`config.mk`:
```
export PLATFORM = sky130hd
export DESIGN_NAME = fetch_stage
export DESIGN_NICKNAME = d
export VERILOG_FILES = /design/src/rtl/fetch_stage.sv
export SDC_FILE = /design/constraint.sdc
export NUM_CORES = 1
export LEC_CHECK = 0
export BUFFER_PORTS_ARGS = -buffer_cell sky130_fd_sc_hd__buf_2
export CORE_MARGIN = 1
export CORE_UTILIZATION = 50
export CTS_CLUSTER_DIAMETER = 60
export CTS_CLUSTER_SIZE = 30
export DETAILED_ROUTE_END_ITERATION = 7
export PLACE_DENSITY_LB_ADDON = 0.05
export SYNTH_ARGS = -nofsm -noshare
export SYNTH_HDL_FRONTEND = slang
export SYNTH_SLANG_ARGS = --single-unit
```
`constraint.sdc`:
```
create_clock -name clk -period 2.08 [get_ports clk]
set_input_delay 0.416 -clock clk [delete_from_list [all_inputs] [get_ports clk]]
set_output_delay 0.416 -clock clk [all_outputs]
set_load 0.03 [all_outputs]
```
`src/rtl/fetch_stage.sv`:
```
// ---------------------------------------------------------------------------
// fetch_stage
//   Instruction-fetch stage plus IF/ID pipeline register for the RV64I core.
//   Sequences the PC, drives a single-outstanding req/gnt/rvalid instruction
//   memory port, and holds, bubbles or flushes IF/ID according to the
//   load-use stall and the EX-stage redirect.
//
// Ports
//   clk, rst_n        clock, asynchronous active-low reset
//   stall             load-use stall: hold IF/ID
//   redirect          taken branch/jump from EX: flush IF/ID and refetch
//   redirect_pc       refetch target, valid with redirect
//   imem_req/addr     fetch request and address
//   imem_gnt          request accepted this cycle
//   imem_rvalid/rdata fetched instruction response
//   Inst_id/Pc_id     IF/ID instruction and its PC
//   Valid_id          IF/ID holds a real instruction (0 = bubble)
// ---------------------------------------------------------------------------
module fetch_stage #(
    parameter int              XLEN     = 64,
    parameter logic [XLEN-1:0] RESET_PC = XLEN'(64'h8000_0000)
) (
    input  logic            clk,
    input  logic            rst_n,
    input  logic            stall,
    input  logic            redirect,
    input  logic [XLEN-1:0] redirect_pc,
    output logic            imem_req,
    output logic [XLEN-1:0] imem_addr,
    input  logic            imem_gnt,
    input  logic            imem_rvalid,
    input  logic [31:0]     imem_rdata,
    output logic [31:0]     Inst_id,
    output logic [XLEN-1:0] Pc_id,
    output logic            Valid_id
);

    localparam logic [31:0] NOP = 32'h0000_0013;

    typedef enum logic [1:0] {S_REQ, S_WAIT, S_BUF} state_e;

    state_e          state_q;
    logic [XLEN-1:0] pc_q;
    logic [XLEN-1:0] pc_inflight_q;
    logic [31:0]     buf_inst_q;
    logic [XLEN-1:0] buf_pc_q;
    logic            drop_q;

    logic            rsp_ok;
    logic            deliver;
    logic [31:0]     dlv_inst;
    logic [XLEN-1:0] dlv_pc;
    logic [XLEN-1:0] pc_d;

    // A redirect suppresses the request for its cycle so the old address is
    // never granted after the branch resolved.
    assign imem_req  = rst_n && (state_q == S_REQ) && !redirect;
    assign imem_addr = pc_q;

    // Response that is allowed to reach IF/ID (not marked stale, not flushed).
    assign rsp_ok  = (state_q == S_WAIT) && imem_rvalid && !drop_q && !redirect;
    assign deliver = !redirect && !stall && (rsp_ok || (state_q == S_BUF));
    assign dlv_inst = (state_q == S_BUF) ? buf_inst_q : imem_rdata;
    assign dlv_pc   = (state_q == S_BUF) ? buf_pc_q   : pc_inflight_q;

    // Sequential PC increment wraps naturally modulo 2^XLEN.
    assign pc_d = pc_q + XLEN'(4);

    always_ff @(posedge clk or negedge rst_n) begin
        if (!rst_n) begin
            state_q       <= S_REQ;
            pc_q          <= RESET_PC;
            pc_inflight_q <= '0;
            buf_inst_q    <= NOP;
            buf_pc_q      <= '0;
            drop_q        <= 1'b0;
            Valid_id      <= 1'b0;
            Inst_id       <= NOP;
            Pc_id         <= '0;
        end else begin
            // Any redirect retargets the PC regardless of state.
            if (redirect) pc_q <= redirect_pc;

            unique case (state_q)
                S_REQ: begin
                    if (!redirect && imem_gnt) begin
                        pc_inflight_q <= pc_q;
                        pc_q          <= pc_d;
                        state_q       <= S_WAIT;
                    end
                end
                S_WAIT: begin
                    if (imem_rvalid) begin
                        if (drop_q || redirect) begin
                            // Stale response: discard. A redirect arriving
                            // with the response needs no further drop.
                            drop_q  <= 1'b0;
                            state_q <= S_REQ;
                        end else if (stall) begin
                            buf_inst_q <= imem_rdata;
                            buf_pc_q   <= pc_inflight_q;
                            state_q    <= S_BUF;
                        end else begin
                            state_q <= S_REQ;
                        end
                    end else if (redirect) begin
                        // Outstanding request now belongs to the wrong path.
                        drop_q <= 1'b1;
                    end
                end
                S_BUF: begin
                    if (redirect || !stall) state_q <= S_REQ;
                end
                default: state_q <= S_REQ;
            endcase

            // IF/ID register: redirect > stall > deliver > bubble.
            if (redirect) begin
                Valid_id <= 1'b0;
                Inst_id  <= NOP;
                Pc_id    <= '0;
            end else if (!stall) begin
                if (deliver) begin
                    Valid_id <= 1'b1;
                    Inst_id  <= dlv_inst;
                    Pc_id    <= dlv_pc;
                end else begin
                    Valid_id <= 1'b0;
                    Inst_id  <= NOP;
                end
            end
        end
    end

endmodule

```
* Word-level counts from Yosys, hierarchy flattened
Cells that the tools add are included.
Widths: inputs -> output; s select.
** Storage, ports and cells
- Input bits :: 102
- Logic and storage cells :: 63
- Bits in registers :: 324
** Operators by class
- $add $sub $neg :: 1
- Multiplexer cells :: 23
- Equality and inequality tests :: 7
- Reductions and logical operators :: 22
- Bitwise operators :: 1
** Operator list (count)
- $mux 64 :: 7
- $mux 32 :: 4
- $add 64x3->64 const B :: 1
- $mux 2 :: 5
- $logic_and 1x1->1 :: 8
- $ne 2x1->1 const B :: 4
- $mux 1 :: 6
- $pmux 2 s3 :: 1
- $reduce_and 3->1 :: 2
- $reduce_and 2->1 :: 2
- $reduce_and 4->1 :: 1
- $reduce_bool 2->1 :: 2
- $logic_not 1->1 :: 3
- $logic_or 1x1->1 :: 3
- $eq 2x1->1 const B :: 1
- $eq 2x2->1 const B :: 1
- $logic_not 2->1 :: 1
- $ne 2x2->1 const B :: 1
- $not 1->1 :: 1

* Logic depth before layout (Yosys ltp)
- Depth after elaboration :: 9
- Mapped depth :: 8
- Depth with buffers taken out :: 6

* Worst setup path after synthesis
Ideal clock, no wire load.
- Path type :: reg-to-reg
- Start point :: reg pc_q[2] (netlist: imem_addr[2])
- End point :: reg pc_q[56] (netlist: imem_addr[56])
- Arrival time :: 2378 ps
- Required time :: 1998 ps
- Path buffers :: 1
- Setup slack :: -380 ps
- Clock period less this slack :: 2460 ps
- Cell stages (with the launch flop) :: 8
- Path through :: dfrtp_1 > ha_1 > and4_2 > nand3_2 > or4_4 > buf_6 > or4_1 > a31oi_1
** Between the ends
- Word-level cells in the longest chain between the ends :: 3
** Ends and longest elaborated chain
- start: declaration :: line 43 : logic [XLEN-1:0] pc_q;
- start signal: assignment :: line 82 : if (redirect) pc_q <= redirect_pc;
- start signal: assignment :: line 88 : pc_q <= pc_d;
- $add 64x3->64 :: line 67 : assign pc_d = pc_q + XLEN'(4);
- $mux 64 :: line 86 : if (!redirect && imem_gnt) begin
- $mux 64 :: line 84 : unique case (state_q)
Every way passes these cells.
A chain may end at the register's enable or synchronous reset.

* Worst setup path after layout
- Start point :: reg state_q[1]
- End point :: reg pc_q[56] (netlist: imem_addr[56])
** Between the ends
- Word-level cells in the longest chain between the ends :: 2
** Ends and longest elaborated chain
- start: declaration :: line 42 : state_e state_q;
- start signal: assignment :: line 71 : state_q <= S_REQ;
- start signal: assignment :: line 89 : state_q <= S_WAIT;
- start signal: assignment :: line 98 : state_q <= S_REQ;
- $logic_not 2->1 :: line 84
- $mux 64 :: line 84
Every way passes these cells.

==> impl_summary.log <==
[metrics] outcome: complete, but fails checks
[metrics] violations in the final reports: negative hold slack, negative setup slack
[metrics] via count: 11,400
[metrics] Syn-to-layout area delta: 28.8%
[metrics] final clock period utilization by the worst path: 104%
[metrics] slack of the critical path: -0.0763 ns
[metrics] Data required, critical path: 2.58 ns
[metrics] most frequently used flop master after synthesis: sky130_fd_sc_hd__dfrtp_1
[metrics] I/O pin count: 264
[metrics] EDFF count, synth: 0
[metrics] unrepaired setup endpoints after global routing: true
[metrics] worst voltage drop across the vdd grid: 0.845 mV
[metrics] number of buffers on the longest clock path: 3
[metrics] initial antenna violation count: 6
[metrics] number of nets at the end of the flow: 1,728
[metrics] Setup crit end kind: flop
[metrics] class of the tightest hold or removal check: input pin to asynchronous set/reset pin
[metrics] Slew headroom: 38.0%
[metrics] initial core utilization: 51.0%
[metrics] data arrival time of the worst path: 2.66 ns
[metrics] global-route wire length before repair: 62.5 mm
[metrics] maximum achievable frequency: 464 MHz
[metrics] detailed-route wire length: 39.5 mm
[metrics] synthesized netlist cell count: 1,261
[metrics] CORE AREA: 28,800 µm²
[metrics] worst-path fanout max: 6
[metrics] net switching power: 5180 µW
[metrics] total chip power: 17,900 µW
[metrics] family with the most delay on the worst path: simple AND/OR/NAND/NOR gates
[metrics] Mapped Area: 14,700 µm²
[metrics] switching share of total power: 28.9%
[metrics] total global-route track usage: 26.0%
[metrics] cell breakdown of the critical path: buf_6 -> nor3b_4 -> nand3_2 -> or4_4 -> or4_1 -> a31oi_1
[metrics] power density over the cells: 948 nW/µm²
[metrics] slowest stage cell, crit path: sky130_fd_sc_hd__or4_1
[metrics] detail-routed via count per cell: 5.60
[metrics] clock tree from TritonCTS: done
[metrics] instance count after placement with tap cells included: 1,966
[metrics] part of the total power dissipated in combinational logic: 19.0%
[metrics] Sequential Power Share: 47.3%
[metrics] buffers plus inverters on the worst setup path: 1
[metrics] number of levels the H-tree was split into: 1
[metrics] Setup Skew: 0.0309 ns
[metrics] final hold violation count: 9
[metrics] number of core rows: 62
[metrics] number of warnings issued by yosys: 0
[metrics] synthesized net count: 1,364
[metrics] Pins Over Slew Limit: 0
[metrics] number of buffers created by CTS: 29
[metrics] via count of the first global-routing pass: 11,200
[metrics] WS Path Type: flop to flop
[metrics] Min Hold Slack: -0.0235 ns
[metrics] final-report setup violation count: 5
[metrics] largest net degree at the start of global routing: 160
[metrics] clock transition time at the flip-flop clock pins of the worst setup and hold paths: 0.09 ns
[metrics] grt ovf: 0
[metrics] Startpoint Class: flop
[metrics] reported leakage power: 0.00918 µW
[metrics] final std cells w/o fill: 2,035
[metrics] average cell area after synthesis: 11.6 µm²
[metrics] setup TNS: -0.180 ns
[metrics] global placer's final weighted congestion: 0.873
[metrics] first-pass iteration count of the detailed router: 5
[metrics] largest stage delay on the critical path: 0.49 ns
[metrics] number of violations reported at the end of detailed-routing iteration 0: 678
[metrics] count of unique library cells instantiated by Yosys: 61
[metrics] clock period minus worst slack: 2.16 ns
[metrics] dpl hpwl: 27.3 mm
[metrics] Pint: 12,800 µW
[metrics] async set-or-reset flop fraction in the synthesized netlist: 100%
[metrics] detail-routed net length per standard cell: 19.4 µm
[metrics] Die W: 173 µm
[metrics] clk sink count: 324
[metrics] clock insertion delay at the later pin of the skew report: 0.57 ns
[metrics] #FFs+latches synth: 324
[metrics] root buffer cell: sky130_fd_sc_hd__clkbuf_16
[metrics] Clock Power Share: 33.7%
[metrics] die height: 173 µm
[metrics] Seq/Total Area, Yosys: 55.3%
[metrics] antenna violation net count after detailed routing: 0
[metrics] total DRC errors in the routed layout: 0
[metrics] pin slew with the least headroom to its limit: 0.930 ns
[metrics] number of max-cap violations: 0
[metrics] Die Outline Area: 30,100 µm²
[metrics] Buffers on Ports: 263
[metrics] share of cells above drive strength 1: 44.3%
==> what timing repair did <==
action,in CTS,in global routing
pin swaps,2,18
buffers inserted,2,8
gates resized for setup,13,46
endpoints found under the setup margin,19,64
cloned,0,1
hold endpoints to repair,95,0
hold buffers,1,0
==> area by class of cell <==
class / count / area, µm²
antenna: 3 / 7.51
tap: 384 / 480
multi-input combinational: 846 / 6430
fill: 2297 / 9860
timing repair buffer: 418 / 2720
sequential: 324 / 8160
clock inverter: 22 / 333
inverter: 6 / 22.5
clock buffer: 32 / 757
==> layout by cell type, fill, tap and decap left out, types with 16 or more instances in the layout <==
master / Yosys / routed
sky130_fd_sc_hd__nand2_1: 90 / 87
sky130_fd_sc_hd__mux2_2: 163 / 163
sky130_fd_sc_hd__nand4_1: 31 / 31
sky130_fd_sc_hd__mux2i_1: 98 / 98
sky130_fd_sc_hd__a211oi_1: 66 / 66
sky130_fd_sc_hd__a31oi_1: 16 / 16
sky130_fd_sc_hd__nand3_1: 38 / 32
sky130_fd_sc_hd__xor2_1: 18 / 18
sky130_fd_sc_hd__buf_4: 1 / 129
sky130_fd_sc_hd__buf_2: 10 / 260
sky130_fd_sc_hd__o21ai_0: 64 / 64
sky130_fd_sc_hd__dfrtp_2: 0 / 37
sky130_fd_sc_hd__clkbuf_16: 0 / 30
sky130_fd_sc_hd__dfrtp_1: 317 / 280
sky130_fd_sc_hd__nor2_1: 106 / 105
==> power by group through the flow <==
stage	Combinational (µW)	Sequential, µW	Clock [µW]
3_5_place_dp	3360	8600	0
4_1_cts	3390	8480	6140
5_1_grt	3710	8670	6380
6_report	3410	8480	6040
2_1_floorplan	1880	8820	0
3_3_place_gp	3280	8520	0
==> synth_stat cells (14+ instances only) <==
| cell type | instances | share of area (%) |
|---|---|---|
| sky130_fd_sc_hd__a211oi_1 | 66 | 3.4 |
| sky130_fd_sc_hd__a31oi_1 | 16 | 0.68 |
| sky130_fd_sc_hd__clkbuf_1 | 61 | 1.6 |
| sky130_fd_sc_hd__dfrtp_1 | 317 | 54 |
| sky130_fd_sc_hd__mux2_2 | 163 | 12 |
| sky130_fd_sc_hd__mux2i_1 | 98 | 6.7 |
| sky130_fd_sc_hd__nand2_1 | 90 | 2.3 |
| sky130_fd_sc_hd__nand3_1 | 38 | 1.3 |
| sky130_fd_sc_hd__nand4_1 | 31 | 1.3 |
| sky130_fd_sc_hd__nor2_1 | 106 | 2.7 |
| sky130_fd_sc_hd__nor3_1 | 20 | 0.68 |
| sky130_fd_sc_hd__nor4_1 | 14 | 0.60 |
| sky130_fd_sc_hd__o21ai_0 | 64 | 2.2 |
| sky130_fd_sc_hd__xor2_1 | 18 | 1.1 |
==> flip-flops by register name, summed over array words and instances (netlist names) <==
register,count
Inst_id,32
Pc_id,64
Valid_id,1
buf_inst_q,32
buf_pc_q,64
drop_q,1
imem_addr,64
pc_inflight_q,64
state_q,2
==> per-layer routing <==
metal	routed length, µm	global-route usage (%)	vias up	share of wire (%)
met3	2190	4.67	55	5.5
met1	17600	36.4	5718	45
met2	19100	42.8	284	48
met5	26	0	-	0.066
li1	-	-	5338	-
met4	589	4.87	6	1.5
==> path summary, 6_finish.rpt <==
kind | startpoint | endpoint | slack [ns] | depth (start not counted)
max in group asynchronous | rst_n | imem_addr[19] | 1.01 | 3
hold reg to reg | Inst_id[2] | Inst_id[2] | 0.47 | 2
setup reg to reg | state_q[1] | imem_addr[56] | -0.08 | 6
hold / removal | rst_n | Pc_id[49] | -0.02 | 2
min in group clk | redirect_pc[11] | imem_addr[11] | 0.06 | 3
setup / recovery | state_q[1] | imem_addr[56] | -0.08 | 6
==> worst register-to-register path, cell delays in order, from the launching register on <==
cell and delay (ns):
sky130_fd_sc_hd__dfrtp_2 0.46, sky130_fd_sc_hd__buf_6 0.15, sky130_fd_sc_hd__nor3b_4 0.25, sky130_fd_sc_hd__nand3_2 0.10, sky130_fd_sc_hd__or4_4 0.46, sky130_fd_sc_hd__or4_1 0.50
sky130_fd_sc_hd__a31oi_1 0.18
==> per-stage QoR <==
stage                     utilization (%)  instance area, µm²  setup WS, ns
after floorplan                         -               14800        -0.221
after global placement               60.6               17400        -0.104
after detailed placement             60.6               17400        -0.181
after CTS                            64.7               18600        -0.108
after global routing                 65.7               18900        -0.140
final                                65.7               18900       -0.0763
==> cell families after synthesis <==
| kind of cell | synth area share, % |
|---|---|
| compound gates | 8.14 |
| buf+inv | 2.79 |
| xor+xnor | 1.79 |
| simple gates | 12.7 |
| flops | 55.3 |
| fa+ha+maj | 0.0852 |
| mux | 19.2 |
Power figures use the tool's default switching activity.
